## src/rtl/note_lane_engine.sv

```systemverilog
`timescale 1ns/1ps
// note_lane_engine
//   N-lane falling-note engine. Each lane spawns a note at the top of the
//   screen, advances it on speed ticks, judges rising button edges against
//   the hit window, and reports misses when the note leaves the screen.
//   Also produces registered per-lane note pixels for the painter.
//   Optional build macro: NOTE_LANE_BADPRESS_MISS_EN -- when defined, a
//   button press while the lane is idle or the note is outside the hit
//   window also counts as a miss.
//   Debug outputs dbg_state_o / dbg_y_o expose every lane's FSM state
//   (1 = FALL) and note position.
//   Handshake: no valid/ready pairs; spawn/button/tick are sampled every
//   cycle and hit/miss are single-cycle registered pulses.
module note_lane_engine #(
    parameter int LANES    = 5,
    parameter int Y_W      = 10,
    parameter int SCREEN_H = 480,
    parameter int HIT_Y    = 384,
    parameter int HIT_WIN  = 16,
    parameter int NOTE_H   = 32,
    parameter int LANE_X0  = 64,
    parameter int LANE_W   = 96,
    parameter int STEP     = 4,
    parameter int MAX_MISS = 8,
    parameter int SCORE_W  = 12
) (
    input  logic                 clk,
    input  logic                 reset,
    input  logic                 enable,
    input  logic                 tick,
    input  logic [1:0]           level,
    input  logic [LANES-1:0]     spawn,
    input  logic [LANES-1:0]     button,
    input  logic                 video_on,
    input  logic [Y_W-1:0]       pixel_x,
    input  logic [Y_W-1:0]       pixel_y,
    output logic [LANES-1:0]     lane_pix,
    output logic [LANES-1:0]     hit,
    output logic [LANES-1:0]     miss,
    output logic [SCORE_W-1:0]   score,
    output logic                 lost,
    output logic [LANES-1:0]     dbg_state_o,
    output logic [LANES*Y_W-1:0] dbg_y_o
);

    typedef enum logic {IDLE = 1'b0, FALL = 1'b1} lane_state_e;

    localparam int PC_W = 4;
    localparam int MC_W = $clog2(MAX_MISS + LANES + 1);

    lane_state_e          state_q [LANES];
    lane_state_e          state_d [LANES];
    logic [Y_W-1:0]       y_q     [LANES];
    logic [Y_W-1:0]       y_d     [LANES];
    logic [Y_W:0]         y_next  [LANES];
    logic [LANES-1:0]     in_win;
    logic [LANES-1:0]     button_q;
    logic [LANES-1:0]     btn_rise;
    logic [LANES-1:0]     hit_q, hit_d;
    logic [LANES-1:0]     miss_q, miss_d;
    logic [LANES-1:0]     lane_pix_q, lane_pix_d;
    logic [SCORE_W-1:0]   score_q, score_d;
    logic [SCORE_W:0]     score_sum;
    logic [MC_W-1:0]      miss_cnt_q, miss_cnt_d, mc_sum;
    logic                 lost_q, lost_d;
    logic                 active;
    logic [Y_W:0]         step;
    logic [Y_W:0]         px, py;

    function automatic logic [PC_W-1:0] popcount(input logic [LANES-1:0] v);
        logic [PC_W-1:0] c;
        c = '0;
        for (int k = 0; k < LANES; k++) c = c + PC_W'(v[k]);
        return c;
    endfunction

    assign active   = enable & ~lost_q;
    assign btn_rise = button & ~button_q;
    assign px       = {1'b0, pixel_x};
    assign py       = {1'b0, pixel_y};

    // Lines advanced per tick for the current level.
    always_comb begin
        case (level)
            2'd0:    step = (Y_W+1)'(STEP);
            2'd1:    step = (Y_W+1)'(2 * STEP);
            default: step = (Y_W+1)'(3 * STEP);
        endcase
    end

    // Per-lane next state: spawn, hit judgement (pre-tick y), tick advance, off-screen miss.
    always_comb begin
        for (int i = 0; i < LANES; i++) begin
            state_d[i] = state_q[i];
            y_d[i]     = y_q[i];
            hit_d[i]   = 1'b0;
            miss_d[i]  = 1'b0;
            y_next[i]  = {1'b0, y_q[i]} + step;
            in_win[i]  = (({2'b0, y_q[i]} + (Y_W+2)'(HIT_WIN)) >= (Y_W+2)'(HIT_Y)) &&
                         ({2'b0, y_q[i]} <= (Y_W+2)'(HIT_Y + HIT_WIN));
            if (active) begin
                case (state_q[i])
                    IDLE: begin
`ifdef NOTE_LANE_BADPRESS_MISS_EN
                        if (btn_rise[i]) miss_d[i] = 1'b1;
`endif
                        if (spawn[i]) begin
                            state_d[i] = FALL;
                            y_d[i]     = '0;
                        end
                    end
                    FALL: begin
                        if (btn_rise[i] && in_win[i]) begin
                            hit_d[i]   = 1'b1;
                            state_d[i] = IDLE;
                        end else begin
`ifdef NOTE_LANE_BADPRESS_MISS_EN
                            if (btn_rise[i]) miss_d[i] = 1'b1;
`endif
                            if (tick) begin
                                if (y_next[i] >= (Y_W+1)'(SCREEN_H)) begin
                                    miss_d[i]  = 1'b1;
                                    state_d[i] = IDLE;
                                end else begin
                                    y_d[i] = y_next[i][Y_W-1:0];
                                end
                            end
                        end
                    end
                    default: state_d[i] = IDLE;
                endcase
            end
        end
    end

    // Note pixel per lane: inside the lane columns and the note's vertical span.
    always_comb begin
        for (int i = 0; i < LANES; i++) begin
            lane_pix_d[i] = video_on && (state_q[i] == FALL) &&
                            (px >= (Y_W+1)'(LANE_X0 + i * LANE_W)) &&
                            (px <  (Y_W+1)'(LANE_X0 + (i + 1) * LANE_W)) &&
                            (py >= {1'b0, y_q[i]}) &&
                            (py <  ({1'b0, y_q[i]} + (Y_W+1)'(NOTE_H)));
        end
    end

    // Saturating score and miss counters; lost follows the miss count by one cycle.
    always_comb begin
        score_sum  = {1'b0, score_q} + (SCORE_W+1)'(popcount(hit_d));
        score_d    = score_sum[SCORE_W] ? '1 : score_sum[SCORE_W-1:0];
        mc_sum     = miss_cnt_q + MC_W'(popcount(miss_d));
        miss_cnt_d = (mc_sum >= MC_W'(MAX_MISS)) ? MC_W'(MAX_MISS) : mc_sum;
        lost_d     = lost_q | (miss_cnt_q >= MC_W'(MAX_MISS));
    end

    // State register for lanes, counters and registered outputs.
    always_ff @(posedge clk) begin
        if (reset) begin
            for (int i = 0; i < LANES; i++) begin
                state_q[i] <= IDLE;
                y_q[i]     <= '0;
            end
            button_q   <= '0;
            hit_q      <= '0;
            miss_q     <= '0;
            lane_pix_q <= '0;
            score_q    <= '0;
            miss_cnt_q <= '0;
            lost_q     <= 1'b0;
        end else begin
            for (int i = 0; i < LANES; i++) begin
                state_q[i] <= state_d[i];
                y_q[i]     <= y_d[i];
            end
            button_q   <= button;
            hit_q      <= hit_d;
            miss_q     <= miss_d;
            lane_pix_q <= lane_pix_d;
            score_q    <= score_d;
            miss_cnt_q <= miss_cnt_d;
            lost_q     <= lost_d;
        end
    end

    assign lane_pix = lane_pix_q;
    assign hit      = hit_q;
    assign miss     = miss_q;
    assign score    = score_q;
    assign lost     = lost_q;

    for (genvar g = 0; g < LANES; g++) begin : g_dbg
        assign dbg_state_o[g]          = (state_q[g] == FALL);
        assign dbg_y_o[g*Y_W +: Y_W]   = y_q[g];
    end

endmodule

```

## config.mk

```make
export PLATFORM = sky130hd
export DESIGN_NAME = note_lane_engine
export DESIGN_NICKNAME = d
export VERILOG_FILES = /design/src/rtl/note_lane_engine.sv
export SDC_FILE = /design/constraint.sdc
export NUM_CORES = 1
export LEC_CHECK = 0
export CORE_ASPECT_RATIO = 0.9
export CORE_UTILIZATION = 40
export DETAILED_ROUTE_END_ITERATION = 10
export PLACE_DENSITY = 0.6
export REMOVE_ABC_BUFFERS = 1
export SYNTH_ARGS = -nofsm -noshare
export SYNTH_HDL_FRONTEND = slang
export SYNTH_SLANG_ARGS = --single-unit
```

## constraint.sdc

```tcl
create_clock -name clk -period 14.1 [get_ports clk]
set_clock_uncertainty 0.15 [all_clocks]
set_input_delay 2.115 -clock clk [delete_from_list [all_inputs] [get_ports clk]]
set_output_delay 2.115 -clock clk [all_outputs]
set_load 0.1 [all_outputs]
```

**Word level (Yosys, flattened, before mapping)**

Memories as Yosys holds them, arrays and structs flattened.
Index checks and enable logic that the tools add are counted.

- Output and inout bits: 83
- ROM bits: 0
- Memories kept: 2
- Bits in latches: 0
- Word-level logic and storage cells: 246
- Bits in registers: 37
- Bits in writable memories: 55

- Shift operators: 0
- $add $sub $neg: 25
- Eq/ne operators: 1
- Divide/modulo/power cells: 0
- Magnitude comparators: 37
- Multiply operators: 0
- Reductions and logical operators: 37
- Multiplexer cells: 116
- Bitwise operators: 20

Memory list:

| name | words | bits a word | read ports | clocked after Yosys merged registers in | write ports | line | source |
|---|---|---|---|---|---|---|---|
| y_q | 5 | 10 | 5 | 0 | 5 | 53 | `logic [Y_W-1:0] y_q [LANES];` |
| state_q | 5 | 1 | 5 | 0 | 5 | 51 | `lane_state_e state_q [LANES];` |

Operators by type and width:

| operator | number |
|---|---|
| $mux 10 | 30 |
| $ge 11x9->1 const B | 10 |
| $pmux 10 s2 | 5 |
| $mux 1 | 73 |
| $add 10x11->11 | 5 |
| $add 10x5->11 const B | 5 |
| $add 10x6->11 const B | 5 |
| $lt 10x11->1 | 5 |
| $ge 10x10->1 | 5 |
| $le 10x9->1 const B | 5 |
| $logic_and 1x1->1 | 35 |
| $ge 10x9->1 const B | 3 |
| $lt 10x9->1 const B | 3 |
| $add 12x4->13 | 1 |
| $mux 12 | 1 |
| $or 1x1->1 | 11 |
| $ge 10x7->1 const B | 1 |
| $ge 10x8->1 const B | 1 |
| $lt 10x10->1 const B | 1 |
| $lt 10x8->1 const B | 1 |
| $pmux 1 s2 | 5 |
| $add 3x1->4 | 2 |
| $add 4x1->4 | 2 |
| $ge 4x4->1 const B | 2 |
| 12 further kinds | 19 |

**Logic depth before layout (Yosys ltp)**

- Word-level depth: 16
- Depth in mapped cells: 19
- Mapped depth without buffers: 19

**Least setup slack after synthesis**

Ideal clock, no wire load.

- Path type: input to register
- Start: in level[1]
- End: reg miss_cnt_q[2]
- Data required time: 13.886 ns
- Path buffers: 0
- Setup slack: 8.072 ns
- Cell stages on the path: 18
- Data arrival time: 5.814 ns
- Cells stage by stage: nand2b_1 ha_1 fa_1 and3_2 xnor2_1 o211ai_1 and2_1 nor3_1 fa_1 inv_1 fa_1 inv_1 ha_1 a21o_1 a21oi_1 xnor2_1 or2_2 nor2_1

- Word-level cells in the longest chain between the ends: 16
- Elaborated cells on any way between the ends: 45

RTL lines:

| element | line | source |
|---|---|---|
| start: declaration | 31 | `input logic [1:0] level,` |
| $eq 2x1->1 / $logic_not 2->1 (equally long branches) | 84 | `case (level)` |
| $pmux 4 s2 * | 84 |  |
| $add 10x11->11 * | 98 | `y_next[i] = {1'b0, y_q[i]} + step;` |
| $ge 11x9->1 * | 121 | `if (y_next[i] >= (Y_W+1)'(SCREEN_H)) begin` |
| $mux 1 * | 121 |  |
| $mux 1 * | 120 | `if (tick) begin` |
| $mux 1 * | 113 | `if (btn_rise[i] && in_win[i]) begin` |
| $mux 1 * | 102 | `case (state_q[i])` |
| $mux 1 * | 101 | `if (active) begin` |
| via miss_d[1] | 60 | `logic [LANES-1:0] miss_q, miss_d;` |
| $add 1x1->2 * | 73 | `for (int k = 0; k < LANES; k++) c = c + PC_W'(v[k]);` |
| $add 2x1->3 * | 73 |  |
| $add 3x1->4 * | 73 |  |
| $add 4x1->4 * | 73 |  |
| $add 4x4->4 * | 151 | `mc_sum = miss_cnt_q + MC_W'(popcount(miss_d));` |
| $ge 4x4->1 | 152 | `miss_cnt_d = (mc_sum >= MC_W'(MAX_MISS)) ? MC_W'(MAX_MISS) : mc_sum;` |
| $reduce_or 2->1 (no source line) | n/a |  |
| end signal: assignment | 180 | `miss_cnt_q <= miss_cnt_d;` |
| end: declaration | 64 | `logic [MC_W-1:0] miss_cnt_q, miss_cnt_d, mc_sum;` |

The timed path passes the listed nets; every way through them passes the cells marked *.
A chain may end at the register's enable or synchronous reset.

**Worst setup path in the final report**

Same ends and word-level chain as after synthesis.

==> impl_metrics.yaml <==
detailed_routing:
  ant_nets: 0
  drt_iter0_drc: 351
  vias: 6353
  first_pass_iters: 7
  drc: 0
  via_per_inst: 5.59
  drt-total-wl_um: 19600
  wl_per_cell_um: 17.3
clocking:
  post_cts_buffers: 0
  ctsLongestPathBuffers: 2
  cts_num_sinks: 82
  ctsHoldBuffers: 0
  htree_num_levels: 3
  cts.clk_slew.worst_paths_ps: 60
  cts_tree: "done"
  cts_resized: 0
  cts-root-buf: "clkbuf_16"
  clock_latency_ps: 350
  cts_buffers: 9
setup_path:
  crit_type: "input pin to flop"
  worstPathArrival_ps: 6680
  cp.required_ps: 14230
  worstSetupEndpointType: "flop"
  crit_path_max_fanout: 5
  critPathLaunchType: "input pin"
worst_hold_path:
  min_path_type: "flop to flop"
power_and_ir_drop:
  powerDensity_mw_per_mm2: 71.3
  ir_drop_mv: 0.0637
  power.leakage_nw: 3.07
global_routing:
  grt_usage_pct: 23.0
  grt_overflow_total: 0
  grt_pass1_vias: 5856
  antenna_found_initial: 0
  grt_max_degree: 51
  grt_first_pass_wirelength_um: 31800
floorplan:
  initial_utilization_pct: 40.8
  die_w_um: 140
  io_pins: 120
  die_y_um: 126
  dieArea_mm2: 0.0177
  design.core.area_mm2: 0.0168
  row_count: 45
synthesis:
  ys_seq_area_share_pct: 23.9
  synth_cell_types: 74
  ys_async_sr_fraction_pct: 0
  synth.most_common_cell: "ha_1"
  synth_compound_gate_area_share_pct: 17.9
  synth_xor_area_share_pct: 3.81
  synth_flop_cell: "dfxtp_1"
  mappedNetlistArea_mm2: 0.00687
  synth-warning-count: 0
  ys_seq_elements: 82
  syn_avg_cell_area_um2: 8.06
  synth_cells: 852
  ys_top_cells_by_count: "ha_1 (88), dfxtp_1 (82), inv_1 (72)"
  synthMuxAreaShare_pct: 1.95
  synth_top_family_by_area: "simple AND/OR/NAND/NOR gates"
  synth_edf_count: 0
  synth_top_area_share_pct: 23.9
  synthAdderAreaFrac_pct: 19.2
  synth.largest_area_cell: "dfxtp_1"
  synth_simple_gate_area_share_pct: 24.7
  ys_top_cells_by_area: "dfxtp_1 (24%), ha_1 (16%), nand3_1 (4.7%)"
sta:
  rsz0062_at_grt: "no"
  finalHoldViolations: 0
  relSlewSlack_pct: 32.6
  setup_tns_ps: 0
  setup_violations: 0
  slew_viol_final: 0
  fin_ws_ps: 7550
  fin_crit_sh_pct: 46.5
  period_needed_ps: 6550
  tightest_slew_ps: 1010
  max_freq_mhz: 153
place:
  place.gp.congestion: 0.843
  placed_cell_area_mm2: 0.00793
  port_buffers: 104
  dp_hpwl_um: 14600
  place_ws_ps: 7190
layout:
  num-fill-cells: 1682
  drive_above_1_share_pct: 4.43
  n_antenna_cell: 0
  final_area_mm2: 0.00823
  syn2layout_area_growth_pct: 19.9
  multi_input_area_mm2: 0.00468
  fin_util_pct: 48.9
  seqCellArea_mm2: 0.00164
  nNetsFinal: 1058
job:
  maxCapViolCount: 0
status:
  status: "finished clean"
[flip-flops by register name, summed over array words and instances (netlist names)]
signal      count
y_q            40
score          12
button_q        5
hit             5
lane_pix        5
miss            5
state_q         5
miss_cnt_q      4
lost            1
[worst max-delay path, stage by stage]
cell and delay [ps]:
clkdlybuf4s50_1 400, nand2b_1 340, ha_1 330, fa_1 410, and3_2 250, xnor2_1 130
o211ai_1 190, and2_1 260, nor3_1 330, fa_1 470, inv_1 80, fa_1 220
inv_1 60, ha_1 260, a21o_1 170, a21oi_1 160, xnor2_1 80, or2_2 310
nor2_1 110
[worst paths after layout]
check,from,to,slack [ps],cells past startpoint
setup / recovery,level[1],miss_cnt_q[2]$_SDFF_PP0_,7550,19
hold / removal,miss_cnt_q[3]$_SDFF_PP0_,lost$_SDFF_PP0_,340,2
setup reg to reg,y_q[0][5]$_SDFFE_PP0P_,score[1]$_SDFF_PP0_,9340,17
hold reg to reg,miss_cnt_q[3]$_SDFF_PP0_,lost$_SDFF_PP0_,340,2
[cell type report]
class / count / share of cell area [%]
Sequential cell: 82 / 19.9
Multi-Input combinational cell: 648 / 56.8
Inverter: 73 / 3.33
Clock buffer: 11 / 2.95
Tap cell: 211 / 3.21
Timing Repair Buffer: 108 / 12.9
Clock inverter: 3 / 0.790
[stage by stage]
stage          std cells  hold WS (ps)  power, mW
6_report            1136           338      0.587
2_1_floorplan        803           305      0.302
4_1_cts             1136           343      0.593
5_1_grt             1136           409      0.611
3_5_place_dp        1122           335      0.338
3_3_place_gp        1122           320      0.337
[cells by family (layout without fill, tap and decap cells)]
logic type      count (synthesis)  count (layout)
flops                          82              82
xor+xnor                       29              29
compound gates                186             186
mux                            12              12
fa+ha+maj                      99              99
buf+inv                       131             195
other cells                     1              10
simple gates                  312             312
[power breakdown]
group	switching [mW]	internal (mW)
Combinational	0.0641	0.0297
Clock	0.0961	0.158
Sequential	0.00499	0.234
[layout by cell type (no fill, tap or decap), drive strengths merged, types with 10 or more instances in the layout]
master / instances
clkdlybuf4s50: 103
ha: 88
dfxtp: 82
inv: 73
nand3: 67
nand2: 49
nor2: 46
a21oi: 45
o21ai: 34
nor3: 27
xnor2: 26
a31oi: 23
o211ai: 18
nand4: 17
nor2b: 15
or3: 14
and2: 12
fa: 11
and3: 11
mux2i: 11
clkbuf: 11
nor4: 10
conb: 10
[per-layer routing]
layer	wire length (µm)	vias to the layer above	share of wire (%)	global-route usage [%]
met1	9620	2965	49	31.9
met3	905	19	4.6	3.78
li1	-	3204	-	-
met4	274	0	1.4	5.88
met5	0	-	0	0
met2	8820	165	45	37.1
(Power assumes the default switching activity.)
